==> config.mk <==
export PLATFORM = sky130hd
export DESIGN_NAME = led_blink_driver
export DESIGN_NICKNAME = d
export VERILOG_FILES = /design/src/rtl/led_blink_driver.sv
export SDC_FILE = /design/constraint.sdc
export NUM_CORES = 1
export LEC_CHECK = 0
export ABC_AREA = 1
export BUFFER_PORTS_ARGS = -buffer_cell sky130_fd_sc_hd__buf_2
export CAP_MARGIN = 5
export CORE_ASPECT_RATIO = 1.25
export CORE_UTILIZATION = 42
export DETAILED_ROUTE_END_ITERATION = 8
export PLACE_DENSITY = 0.56
export SYNTH_ARGS = -nofsm -noshare
export SYNTH_HDL_FRONTEND = slang
export SYNTH_SLANG_ARGS = --single-unit
==> constraint.sdc <==
create_clock -name sys_clk -period 2.1 [get_ports sys_clk]
set_clock_uncertainty 0.15 [all_clocks]
set_input_delay 0.42 -clock sys_clk [delete_from_list [all_inputs] [get_ports sys_clk]]
set_output_delay 0.42 -clock sys_clk [all_outputs]
set_load 0.02 [all_outputs]
==> src/rtl/led_blink_driver.sv <==
// Turns a one-cycle start request into blink_num LED pulses timed by an internal
// tick prescaler, with a busy level and a one-cycle done pulse on completion.
module led_blink_driver #(
  parameter int unsigned TICK_DIV   = 10000,
  parameter int unsigned ON_TICKS   = 50,
  parameter int unsigned OFF_TICKS  = 50,
  parameter int unsigned CNT_W      = 4,
  parameter logic        LED_ACTIVE = 1'b1
) (
  input  logic             sys_clk,
  input  logic             sys_rst,
  input  logic             start,
  input  logic [CNT_W-1:0] blink_num,
  output logic             led_out,
  output logic             busy,
  output logic             done
);

  localparam int unsigned PRE_W  = (TICK_DIV > 1) ? $clog2(TICK_DIV) : 1;
  localparam int unsigned PH_MAX = (ON_TICKS > OFF_TICKS) ? ON_TICKS : OFF_TICKS;
  localparam int unsigned PH_W   = (PH_MAX > 1) ? $clog2(PH_MAX) : 1;

  typedef enum logic [1:0] {
    IDLE = 2'd0,
    ON   = 2'd1,
    OFF  = 2'd2
  } state_t;

  state_t             state_q, state_d;
  logic [PRE_W-1:0]   pre_q, pre_d;
  logic [PH_W-1:0]    phase_q, phase_d;
  logic [CNT_W-1:0]   rem_q, rem_d;
  logic               led_q, led_d;
  logic               busy_q, busy_d;
  logic               done_q, done_d;
  logic               tick_c;

  // With TICK_DIV == 1 the prescaler stays at 0 and every cycle is a tick.
  assign tick_c = (pre_q == PRE_W'(TICK_DIV - 1));

  always_ff @(posedge sys_clk) begin
    if (sys_rst) begin
      state_q <= IDLE;
      pre_q   <= '0;
      phase_q <= '0;
      rem_q   <= '0;
      led_q   <= ~LED_ACTIVE;
      busy_q  <= 1'b0;
      done_q  <= 1'b0;
    end else begin
      state_q <= state_d;
      pre_q   <= pre_d;
      phase_q <= phase_d;
      rem_q   <= rem_d;
      led_q   <= led_d;
      busy_q  <= busy_d;
      done_q  <= done_d;
    end
  end

  always_comb begin
    state_d = state_q;
    pre_d   = pre_q;
    phase_d = phase_q;
    rem_d   = rem_q;
    done_d  = 1'b0;

    case (state_q)
      IDLE: begin
        pre_d   = '0;
        phase_d = '0;
        if (start && (blink_num != '0)) begin
          state_d = ON;
          rem_d   = blink_num;
        end
      end
      ON: begin
        pre_d = tick_c ? '0 : pre_q + PRE_W'(1);
        if (tick_c) begin
          if (phase_q == PH_W'(ON_TICKS - 1)) begin
            state_d = OFF;
            phase_d = '0;
          end else begin
            phase_d = phase_q + PH_W'(1);
          end
        end
      end
      OFF: begin
        pre_d = tick_c ? '0 : pre_q + PRE_W'(1);
        if (tick_c) begin
          if (phase_q == PH_W'(OFF_TICKS - 1)) begin
            phase_d = '0;
            // Last OFF phase finishes the pattern; otherwise start the next pulse.
            if (rem_q > CNT_W'(1)) begin
              rem_d   = rem_q - CNT_W'(1);
              state_d = ON;
            end else begin
              state_d = IDLE;
              done_d  = 1'b1;
            end
          end else begin
            phase_d = phase_q + PH_W'(1);
          end
        end
      end
      default: begin
        state_d = IDLE;
      end
    endcase

    led_d  = (state_d == ON) ? LED_ACTIVE : ~LED_ACTIVE;
    busy_d = (state_d != IDLE);
  end

  assign led_out = led_q;
  assign busy    = busy_q;
  assign done    = done_q;

endmodule

# == Word-level counts from Yosys, hierarchy flattened ==
# Cells that the tools add are included.
# word_totals
reg_bits,29
in_bits,7
output_inout_bits,3
word_cells,53
# classes
n_addsub,3
magnitude_cmp,1
eq_ne,10
muxes,19
n_bitwise,3
n_reduce_logical,10
# op_table
cell,n
$pmux 14 s2,1
$mux 4,4
$add 14x1->14 const B,1
$eq 14x14->1 const B,1
$mux 14,1
$mux 6,2
$pmux 6 s2,1
$mux 2,5
$ne 2x2->1 const B,4
$pmux 4 s2,1
$add 6x1->6 const B,1
$eq 6x6->1 const B,1
$pmux 2 s3,1
$reduce_bool 2->1,3
$reduce_and 5->1,1
$eq 2x1->1 const B,2
$gt 4x1->1 const B,1
$reduce_bool 4->1,1
$reduce_or 4->1,1
$sub 4x1->4 const B,1
$mux 1,3
$not 1->1,3
$eq 2x2->1 const B,1
$logic_not 2->1,1
other kinds (4),4

# == Depth between registers and ports, before layout ==
# Gate-level depths: netlist (run 1).
# depth
ltp_word,7
mapped_depth,11
mapped_depth_nobuf,11

# == Worst setup path before layout (run 1) ==
# OpenSTA, ideal clock, no wires.
# synth_timing
path_kind,register to register
startpoint,register rem_q[0]
endpoint,register rem_q[3]
setup_time_ns,0.113
arrival_time_ns,1.326
t_required_ns,1.837
path_slack_ns,0.511
stages_incl_launch_ff,11
period_less_slack_ns,1.589
path_cell_list,dfxtp_1 inv_1 ha_1 nor2_1 nor2_1 nand2_1 o21ai_0 a21oi_2 nand2_4 nor2_1 nor2_1
# synth_via
elab_chain_len,5
elab_cells_between_ends,8
classes_between,add/sub (1); order compare (1); eq/ne (1); mux (4); reduce/logical (1)
# synth_lines
item,line_no,rtl
"start, declared",32,"logic [CNT_W-1:0] rem_q, rem_d;"
"start signal, assigned",54,rem_q <= rem_d;
$sub 4x1->4,95,rem_d = rem_q - CNT_W'(1);
$mux 4,94,if (rem_q > CNT_W'(1)) begin
$mux 4,91,if (phase_q == PH_W'(OFF_TICKS - 1)) begin
$mux 4,90,if (tick_c) begin
$pmux 4 s2,68,case (state_q)
# Parallel ways exist; a longest one is shown, timed or not. The select of a mux whose other input is x is not followed.
# A chain may end at the register's enable or synchronous reset.

# == Worst setup path after layout (run 1) ==
# layout_timing
startpoint,register state_q[0]
endpoint,register pre_q[9]
# layout_via
elab_chain_len,3
elab_cells_between_ends,6
classes_between,eq/ne (2); mux (1); reduce/logical (3)
# layout_lines
item,line_no,rtl
"start, declared",29,"state_t state_q, state_d;"
"start signal, assigned",51,state_q <= state_d;
$eq 2x2->1 / $eq 2x1->1 (equally long branches),68,
$reduce_or 2->1 (no source line),-,
$pmux 14 s2 / $reduce_bool 2->1 (equally long branches),-,
"end signal, assigned",52,pre_q <= pre_d;
"end, declared",30,"logic [PRE_W-1:0] pre_q, pre_d;"
# Parallel ways exist; a longest one is shown, timed or not.

==> flow_summary_export.csv, run 1 <==
group,metric,value,unit
run_status,status,"complete, no violations",
floorplanning,start_util,45.0,%
placed_design,io_buffers,9,
layout,num_antenna_cells,0,
placed_design,place_area,1890,µm²
setup_path,end_kind,"flip-flop",
routing,first_pass_iters,4,
sta,final.period_utilization,90.1,%
cts,cts_buffer_depth,2,
min_path,hold_path.class,"in2reg",
setup_path,start_kind,"flip-flop",
cts,cts_tree,"yes",
layout,finalInstanceArea,1970,µm²
sta,rsz0062_at_grt,"no",
power_and_ir_drop,power_leakage,0.827,nW
grt,grt-ovfl-total,0,
cts,cts_buffers,5,
cts,cts_root_buffer,"clkbuf_8",
floorplanning,ioPinCount,10,
cts,cts_sinks,29,
yosys,yosysWarnings,0,
sta,whs,0.306,ns
routing,detail-route-antenna-nets,0,
routing,viasPerCell,4.83,
floorplanning,chipHeight,74.4,µm
routing,wl_per_cell,11.4,µm
floorplanning,die_x,59.9,µm
yosys,synthCells,249,
yosys,post_synth_num_cell_types,26,
sta,finalSetupTns,0,ns
setup_path,crit_fanout,12,
yosys,synth_fp_nets,265,
grt,grt_pass1_vias,1457,
layout,nets,282,
sta,clock.fmax,528,MHz
sta,max_slew_margin,72.2,%
power_and_ir_drop,cellPowerDensity,581,nW/µm²
routing,wl,3.67,mm
routing,drc,0,
routing,via_count,1551,
layout,area_growth,11.9,%
yosys,synth_seq_cells,29,
cts,clk_pin_slew_worst_paths,0.07,ns
cts,post_cts_buffers,0,
floorplanning,row_count,25,
floorplanning,core,3910,µm²
grt,grt.total_usage,19.0,%
grt,antenna_found_initial,0,
sta,worst_slew_pin_slew,0.416,ns
setup_path,arrival,1.94,ns
routing,drt_iter0_markers,48,
cts,hold_buffers,0,
setup_path,worstPathRequired,2.15,ns
grt,grt_pass1_wl,6.28,mm
sta,drv_slew,0,
sta,period_needed,1.89,ns
layout,fin_util,50.4,%
cts,htreeDepth,2,
sta,final-setup-viol-count,0,
flow_run,max_cap_violations,0,
sta,final_hold_viol_count,0,
setup_path,worstSetupPathType,"reg2reg",
placed_design,dpl.hpwl,2.85,mm
power_and_ir_drop,peakVddDrop,0.286,mV
cts,cts_resized,0,
placed_design,finalWeightedCongestion,0.799,
yosys,avgSynthCellArea,7.07,µm²
floorplanning,dieArea,4450,µm²
sta,worst_slack,0.208,ns
yosys,synth_area,1760,µm²
yosys,ys_seq_area_share,33.0,%
cts,insertion_delay,0.28,ns
placed_design,place_ws,0.189,ns
layout,drive_gt1_share,17.2,%
grt,grt_max_degree,13,
## layout by cell type, fill, tap and decap left out
cell type  instances
nor3_1             8
nand2_2            3
inv_2              2
buf_2              9
nand3b_4           1
nor3_2             3
o21a_1             2
nand3_2            4
clkinv_2           2
nor2_1            39
clkbuf_1           1
xor2_1             8
nand2_4            3
nor2_2             5
a21oi_2            2
nor2_4             3
nand3_1           22
clkbuf_8           5
xnor2_1            3
dfxtp_1           29
o21ai_1            2
a21oi_1           13
clkinv_1           1
nand4_1            3
inv_1             25
ha_1               9
buf_4              4
o21ai_0            7
nand2_1           49
## registers in the layout, summed over array words and instances, names as in the netlist
register and flops:
phase_q 6, state_q 2, pre_q 14, busy 1, led_out 1, rem_q 4, done 1
## cell type report
class / count / area (µm²)
clock buffer: 6 / 72.6
multi-input combinational: 189 / 1060
timing repair buffer: 13 / 75.1
inverter: 28 / 105
fill: 420 / 1940
tap: 54 / 67.6
clock inverter: 2 / 10.0
sequential: 29 / 581
## critical path, cell delays in order (launching register included)
cell and delay (ns):
dfxtp_1 0.38, inv_1 0.11, ha_1 0.37, inv_1 0.08, o21ai_1 0.17, nand2_1 0.28
nor3_1 0.26
## worst paths after layout
kind	from	end	slack, ns	cells past startpoint
setup reg to reg	state_q[0]	pre_q[9]	0.21	6
setup / recovery	state_q[0]	pre_q[9]	0.21	6
hold reg to reg	rem_q[1]	rem_q[1]	0.32	2
hold / removal	sys_rst	phase_q[4]	0.31	2
## cells in the mapped netlist
library cell / number / area [µm²]
buf_4: 1 / 7.51
dfxtp_1: 29 / 581
a21oi_1: 13 / 65.1
ha_1: 9 / 113
nand3b_4: 1 / 20.0
nor2_4: 3 / 33.8
clkinv_1: 1 / 3.75
nand2_4: 3 / 33.8
nor2_2: 5 / 31.3
o21ai_1: 2 / 10.0
xor2_1: 8 / 70.1
nand3_2: 4 / 40.0
nand4_1: 3 / 18.8
nand2_2: 3 / 18.8
nor3_1: 8 / 40.0
xnor2_1: 3 / 26.3
nor2_1: 39 / 146
inv_1: 25 / 93.8
clkbuf_1: 2 / 7.51
nor3_2: 3 / 30.0
inv_2: 2 / 7.51
a21oi_2: 2 / 17.5
nand3_1: 22 / 110
o21ai_0: 7 / 35.0
o21a_1: 2 / 15.0
nand2_1: 49 / 184
## report_power, final
group	total, mW	switching, mW	internal [mW]
clock	0.442	0.213	0.229
combinational	0.128	0.0818	0.0465
sequential	0.574	0.00912	0.565
## metrics by stage
step / power, mW / instances
after floorplan: 0.682 / 249
after global placement: 0.718 / 313
after detailed placement: 0.718 / 313
after CTS: 1.16 / 321
after global routing: 1.21 / 321
final: 1.14 / 321
## layer usage
layer	vias to the layer above	track usage (%)	wire, µm
li1	831	-	-
met1	687	20.3	1580
met2	27	34.7	1890
met3	6	4.70	127
met4	0	8.53	68
met5	-	0	0
## kinds of logic after synthesis
| kind of cell | Yosys count | synth area share, % |
|---|---|---|
| and+or+nand+nor | 143 | 40.2 |
| buffers and inverters | 31 | 6.83 |
| DFF | 29 | 33.0 |
| AOI/OAI and AO/OA | 26 | 8.11 |
| xor gates and xnor gates | 11 | 5.48 |
| adders and majority gates | 9 | 6.40 |
(Power assumes the default switching activity.)
==> run 2: changes to the inputs <==
--- a/config.mk
+++ b/config.mk
@@ -11,7 +11,7 @@
 export CORE_ASPECT_RATIO = 1.25
 export CORE_UTILIZATION = 42
 export DETAILED_ROUTE_END_ITERATION = 8
-export PLACE_DENSITY = 0.56
+export PLACE_DENSITY_LB_ADDON = 0.1
 export SYNTH_ARGS = -nofsm -noshare
 export SYNTH_HDL_FRONTEND = slang
 export SYNTH_SLANG_ARGS = --single-unit
==> flow_summary_export.csv, run 2 (synthesis gave the netlist of run 1 again) <==
group,metric,value,unit
run_status,status,"complete, no violations",
sta,drv_slew,0,
cts,htreeDepth,2,
cts,cts_sinks,29,
sta,max_slew_margin,76.7,%
grt,grt.total_usage,19.1,%
cts,insertion_delay,0.29,ns
setup_path,crit-reg2reg-capture,"rem_q[3]",
layout,layout_commonest_cell,"nand2_1",
layout,reg.largest.list,"pre_q: 14 flops, phase_q: 6 flops, rem_q: 4 flops",
setup_path,start_kind,"flip-flop",
flow_run,max_cap_violations,0,
layout,area_growth,12.7,%
routing,wl_per_cell,11.4,µm
floorplanning,ioPinCount,10,
setup_path,slowest_stage,"dfxtp_1",
floorplanning,chipHeight,74.4,µm
layout,largest_reg_flops,14,
sta,final_hold_viol_count,0,
setup_path,r2r_slack,0.27,ns
setup_path,cp_num_buf_inv,1,
setup_path,critPathMaxStageDelay,0.38,ns
placed_design,io_buffers,9,
cts,cts_tree,"yes",
setup_path,end_kind,"flip-flop",
floorplanning,row_count,25,
placed_design,dpl.hpwl,2.77,mm
routing,drt_iter0_markers,80,
grt,met3_usage,5.22,%
setup_path,crit_family,"simple AND/OR/NAND/NOR gates",
layout,nets,281,
routing,wl,3.63,mm
grt,busiest_layer,"met2",
power_and_ir_drop,cellPowerDensity,619,nW/µm²
layout,final_cells,320,
layout,num_antenna_cells,0,
routing,detail-route-antenna-nets,0,
cts,clk_pin_slew_worst_paths,0.07,ns
setup_path,reg2reg_from,"rem_q[0]",
sta,final.period_utilization,87.3,%
min_path,hold_path.class,"in2reg",
power_and_ir_drop,peakVddDrop,0.298,mV
grt,grtUsageMet1,19.6,%
sta,final-setup-viol-count,0,
floorplanning,core,3910,µm²
layout,top_register,"pre_q",
setup_path,worstSetupPathType,"reg2reg",
layout,mostFrequentLayoutCells,"nand2_1 (48), nor2_1 (39), dfxtp_1 (29), inv_1 (25), nand3_1 (22)",
setup_path,r2r_cells,10,
cts,cts_root_buffer,"clkbuf_8",
sta,worst_slew_pin_slew,0.349,ns
grt,met2_usage,35.2,%
sta,clock.fmax,545,MHz
sta,rsz0062_at_grt,"no",
placed_design,place_area,1880,µm²
routing,viasPerCell,4.73,
setup_path,crit_fanout,5,
grt,antenna_found_initial,0,
sta,whs,0.305,ns
sta,period_needed,1.83,ns
cts,hold_buffers,0,
routing,drc,0,
placed_design,placed_cells,312,
setup_path,arrival,1.88,ns
cts,cts_buffers,5,
setup_path,path_common_cell,"nor2_1",
grt,grt_max_degree,13,
routing,via_count,1515,
layout,drive_gt1_share,17.7,%
routing,first_pass_iters,4,
floorplanning,start_util,45.0,%
setup_path,critPathCapture,"rem_q[3]",
cts,cts_buffer_depth,2,
setup_path,worstPathRequired,2.14,ns
setup_path,cp-startpoint,"rem_q[0]",
power_and_ir_drop,power_leakage,0.832,nW
setup_path,cp_cell_sequence,"inv_1 -> ha_1 -> nor2_1 -> nor2_1 -> nand2_1 -> o21ai_0 -> a21oi_2 -> nand2_4 -> nor2_1 -> nor2_1",
setup_path,cp.depth,10,
floorplanning,dieArea,4450,µm²
sta,finalSetupTns,0,ns
placed_design,finalWeightedCongestion,0.805,
grt,grt_pass1_vias,1464,
layout,finalInstanceArea,1980,µm²
power_and_ir_drop,total_power,1.23,mW
grt,grt-ovfl-total,0,
floorplanning,die_x,59.9,µm
grt,grt_pass1_wl,6.22,mm
-- run 2: layout make-up --
cell class,instances,area [µm²]
clock buffer,7,96.3
fill,410,1930
timing repair buffer,12,67.6
clock inverter,1,5.00
sequential,29,581
inverter,28,105
tap,54,67.6
multi-input combinational,189,1060
-- run 2: layer usage --
metal  vias up  part of all wire (%)
met3         6                   2.5
met5         -                     0
met2        16                    51
met4         0                   2.2
li1        824                     -
met1       669                    44
-- run 2: power breakdown --
part | internal (mW) | switching [mW] | total, mW
combinational | 0.0466 | 0.0813 | 0.128
clock | 0.296 | 0.230 | 0.526
sequential | 0.565 | 0.00919 | 0.574
-- run 2: worst min-delay path by stage --
stage	startpoint	cells past startpoint	slack [ns]	to
final	sys_rst	2	0.30	phase_q[5]
after global routing	sys_rst	2	0.32	phase_q[5]
after CTS	sys_rst	2	0.30	rem_q[1]
after detailed placement	rem_q[1]	2	0.30	rem_q[1]
after global placement	rem_q[1]	2	0.30	rem_q[1]
after floorplan	rem_q[1]	2	0.29	rem_q[1]
-- run 2: what timing repair did --
item / CTS / global route
gates resized for setup: 0 / 1
endpoints found under the setup margin: 0 / 1
buffers inserted: 0 / 0
endpoints found under the hold margin: 0 / 0
-- run 2: per-stage QoR --
stage	util (%)	worst slack, ns
2_1_floorplan	-	0.511
3_3_place_gp	48.1	0.264
3_5_place_dp	48.1	0.241
4_1_cts	50.7	0.205
5_1_grt	50.7	0.0998
6_report	50.7	0.267
==> run 3: changes to the inputs <==
--- a/config.mk
+++ b/config.mk
@@ -9,6 +9,7 @@
 export BUFFER_PORTS_ARGS = -buffer_cell sky130_fd_sc_hd__buf_2
 export CAP_MARGIN = 5
 export CORE_ASPECT_RATIO = 1.25
+export CORE_MARGIN = 2
 export CORE_UTILIZATION = 42
 export DETAILED_ROUTE_END_ITERATION = 8
 export PLACE_DENSITY_LB_ADDON = 0.1
==> flow_summary_export.csv, run 3 (synthesis gave the netlist of run 1 again) <==
group,metric,value,unit
floorplanning,die_x,61.9,µm
floorplanning,core,4070,µm²
cts,post_cts_buffers,0,
layout,mostFrequentLayoutCells,"nand2_1 (49), nor2_1 (39), dfxtp_1 (29), inv_1 (25), nand3_1 (22)",
routing,drt_iter0_markers,59,
setup_path,crit_family,"simple AND/OR/NAND/NOR gates",
sta,worst_slack,0.213,ns
sta,final-setup-viol-count,0,
cts,cts_sinks,29,
placed_design,io_buffers,9,
cts,cts_root_buffer,"clkbuf_8",
setup_path,cp_num_buf_inv,2,
cts,htreeDepth,2,
floorplanning,dieArea,4730,µm²
power_and_ir_drop,total_power,1.13,mW
layout,top_register,"pre_q",
setup_path,crit_fanout,12,
flow_run,max_cap_violations,0,
placed_design,finalWeightedCongestion,0.771,
grt,grt.total_usage,17.0,%
routing,wl,3.58,mm
grt,grt_pass1_vias,1465,
layout,largest_reg_flops,14,
grt,grt_pass1_wl,6.11,mm
cts,cts_buffer_depth,2,
placed_design,dpl.hpwl,2.82,mm
setup_path,start_kind,"flip-flop",
setup_path,path_common_cell,"inv_1",
routing,viasPerCell,4.73,
layout,final_cells,322,
layout,area_growth,11.5,%
routing,drc,0,
grt,grt-ovfl-total,0,
sta,drv_slew,0,
cts,hold_buffers,0,
power_and_ir_drop,power_leakage,0.816,nW
grt,grt_max_degree,13,
routing,detail-route-antenna-nets,0,
sta,period_needed,1.89,ns
power_and_ir_drop,cellPowerDensity,576,nW/µm²
placed_design,placed_cells,314,
cts,cts_buffers,5,
cts,insertion_delay,0.27,ns
setup_path,critPathMaxStageDelay,0.38,ns
floorplanning,chipHeight,76.4,µm
floorplanning,ioPinCount,10,
layout,reg.largest.list,"pre_q: 14 flops, phase_q: 6 flops, rem_q: 4 flops",
routing,wl_per_cell,11.1,µm
routing,first_pass_iters,4,
setup_path,worstPathRequired,2.14,ns
placed_design,place_area,1880,µm²
layout,num_antenna_cells,0,
sta,clock.fmax,530,MHz
sta,max_slew_margin,71.0,%
layout,layout_commonest_cell,"nand2_1",
sta,final.period_utilization,89.8,%
grt,antenna_found_initial,0,
layout,drive_gt1_share,16.2,%
power_and_ir_drop,peakVddDrop,0.395,mV
floorplanning,row_count,26,
routing,via_count,1524,
setup_path,worstSetupPathType,"reg2reg",
layout,nets,281,
layout,finalInstanceArea,1960,µm²
sta,worst_slew_pin_slew,0.434,ns
sta,final_hold_viol_count,0,
placed_design,place_ws,0.196,ns
cts,cts_tree,"yes",
sta,finalSetupTns,0,ns
setup_path,end_kind,"flip-flop",
cts,clk_pin_slew_worst_paths,0.06,ns
setup_path,slowest_stage,"dfxtp_1",
floorplanning,start_util,43.3,%
min_path,hold_path.class,"reg2reg",
setup_path,arrival,1.93,ns
run_status,status,"complete, no violations",
setup_path,cp_cell_sequence,"inv_1 -> ha_1 -> inv_1 -> o21ai_1 -> nand2_1 -> nor3_1",
cts,cts_resized,0,
sta,rsz0062_at_grt,"no",
==> run 3: cell types whose count changed in the layout (fill, tap and decap cells not counted), sizes merged <==
cell,delta
clkbuf,+1
clkinv,-1
==> run 3: power breakdown <==
| part | total, mW | internal (mW) | switching (mW) |
|---|---|---|---|
| logic | 0.127 | 0.0465 | 0.0801 |
| registers | 0.575 | 0.565 | 0.00956 |
| clock network | 0.429 | 0.235 | 0.194 |
==> run 3: worst register-to-register path, cell delays in order (launching register included) <==
cell	delay (ns)
dfxtp_1	0.38
inv_1	0.12
ha_1	0.37
inv_1	0.08
o21ai_1	0.17
nand2_1	0.29
nor3_1	0.25
==> run 3: layer usage <==
layer  global-route usage [%]  vias to the layer above  routed length, µm
li1                         -                      831                  -
met3                     4.58                        4                 61
met1                     18.6                      678               1550
met5                        0                        -                  0
met4                     5.53                        0                 37
met2                     30.1                       11               1930
==> run 3: metrics by stage <==
step | utilization (%) | hold slack (ns)
after floorplan | - | 0.289
after global placement | 46.3 | 0.310
after detailed placement | 46.3 | 0.305
after CTS | 48.2 | 0.315
after global routing | 48.2 | 0.323
final | 48.2 | 0.313
==> run 3: cell type report <==
| class | count | area, µm² |
|---|---|---|
| inverter | 28 | 105 |
| clock buffer | 8 | 80.1 |
| multi-input combinational | 189 | 1060 |
| sequential | 29 | 581 |
| fill | 435 | 2100 |
| timing repair buffer | 12 | 67.6 |
| tap | 56 | 70.1 |
==> run 3: final timing paths <==
check              from       end  slack, ns  cells past startpoint
max          state_q[0]  pre_q[9]       0.21                      6
max reg2reg  state_q[0]  pre_q[9]       0.21                      6
min reg2reg    rem_q[1]  rem_q[1]       0.31                      2
min            rem_q[1]  rem_q[1]       0.31                      2
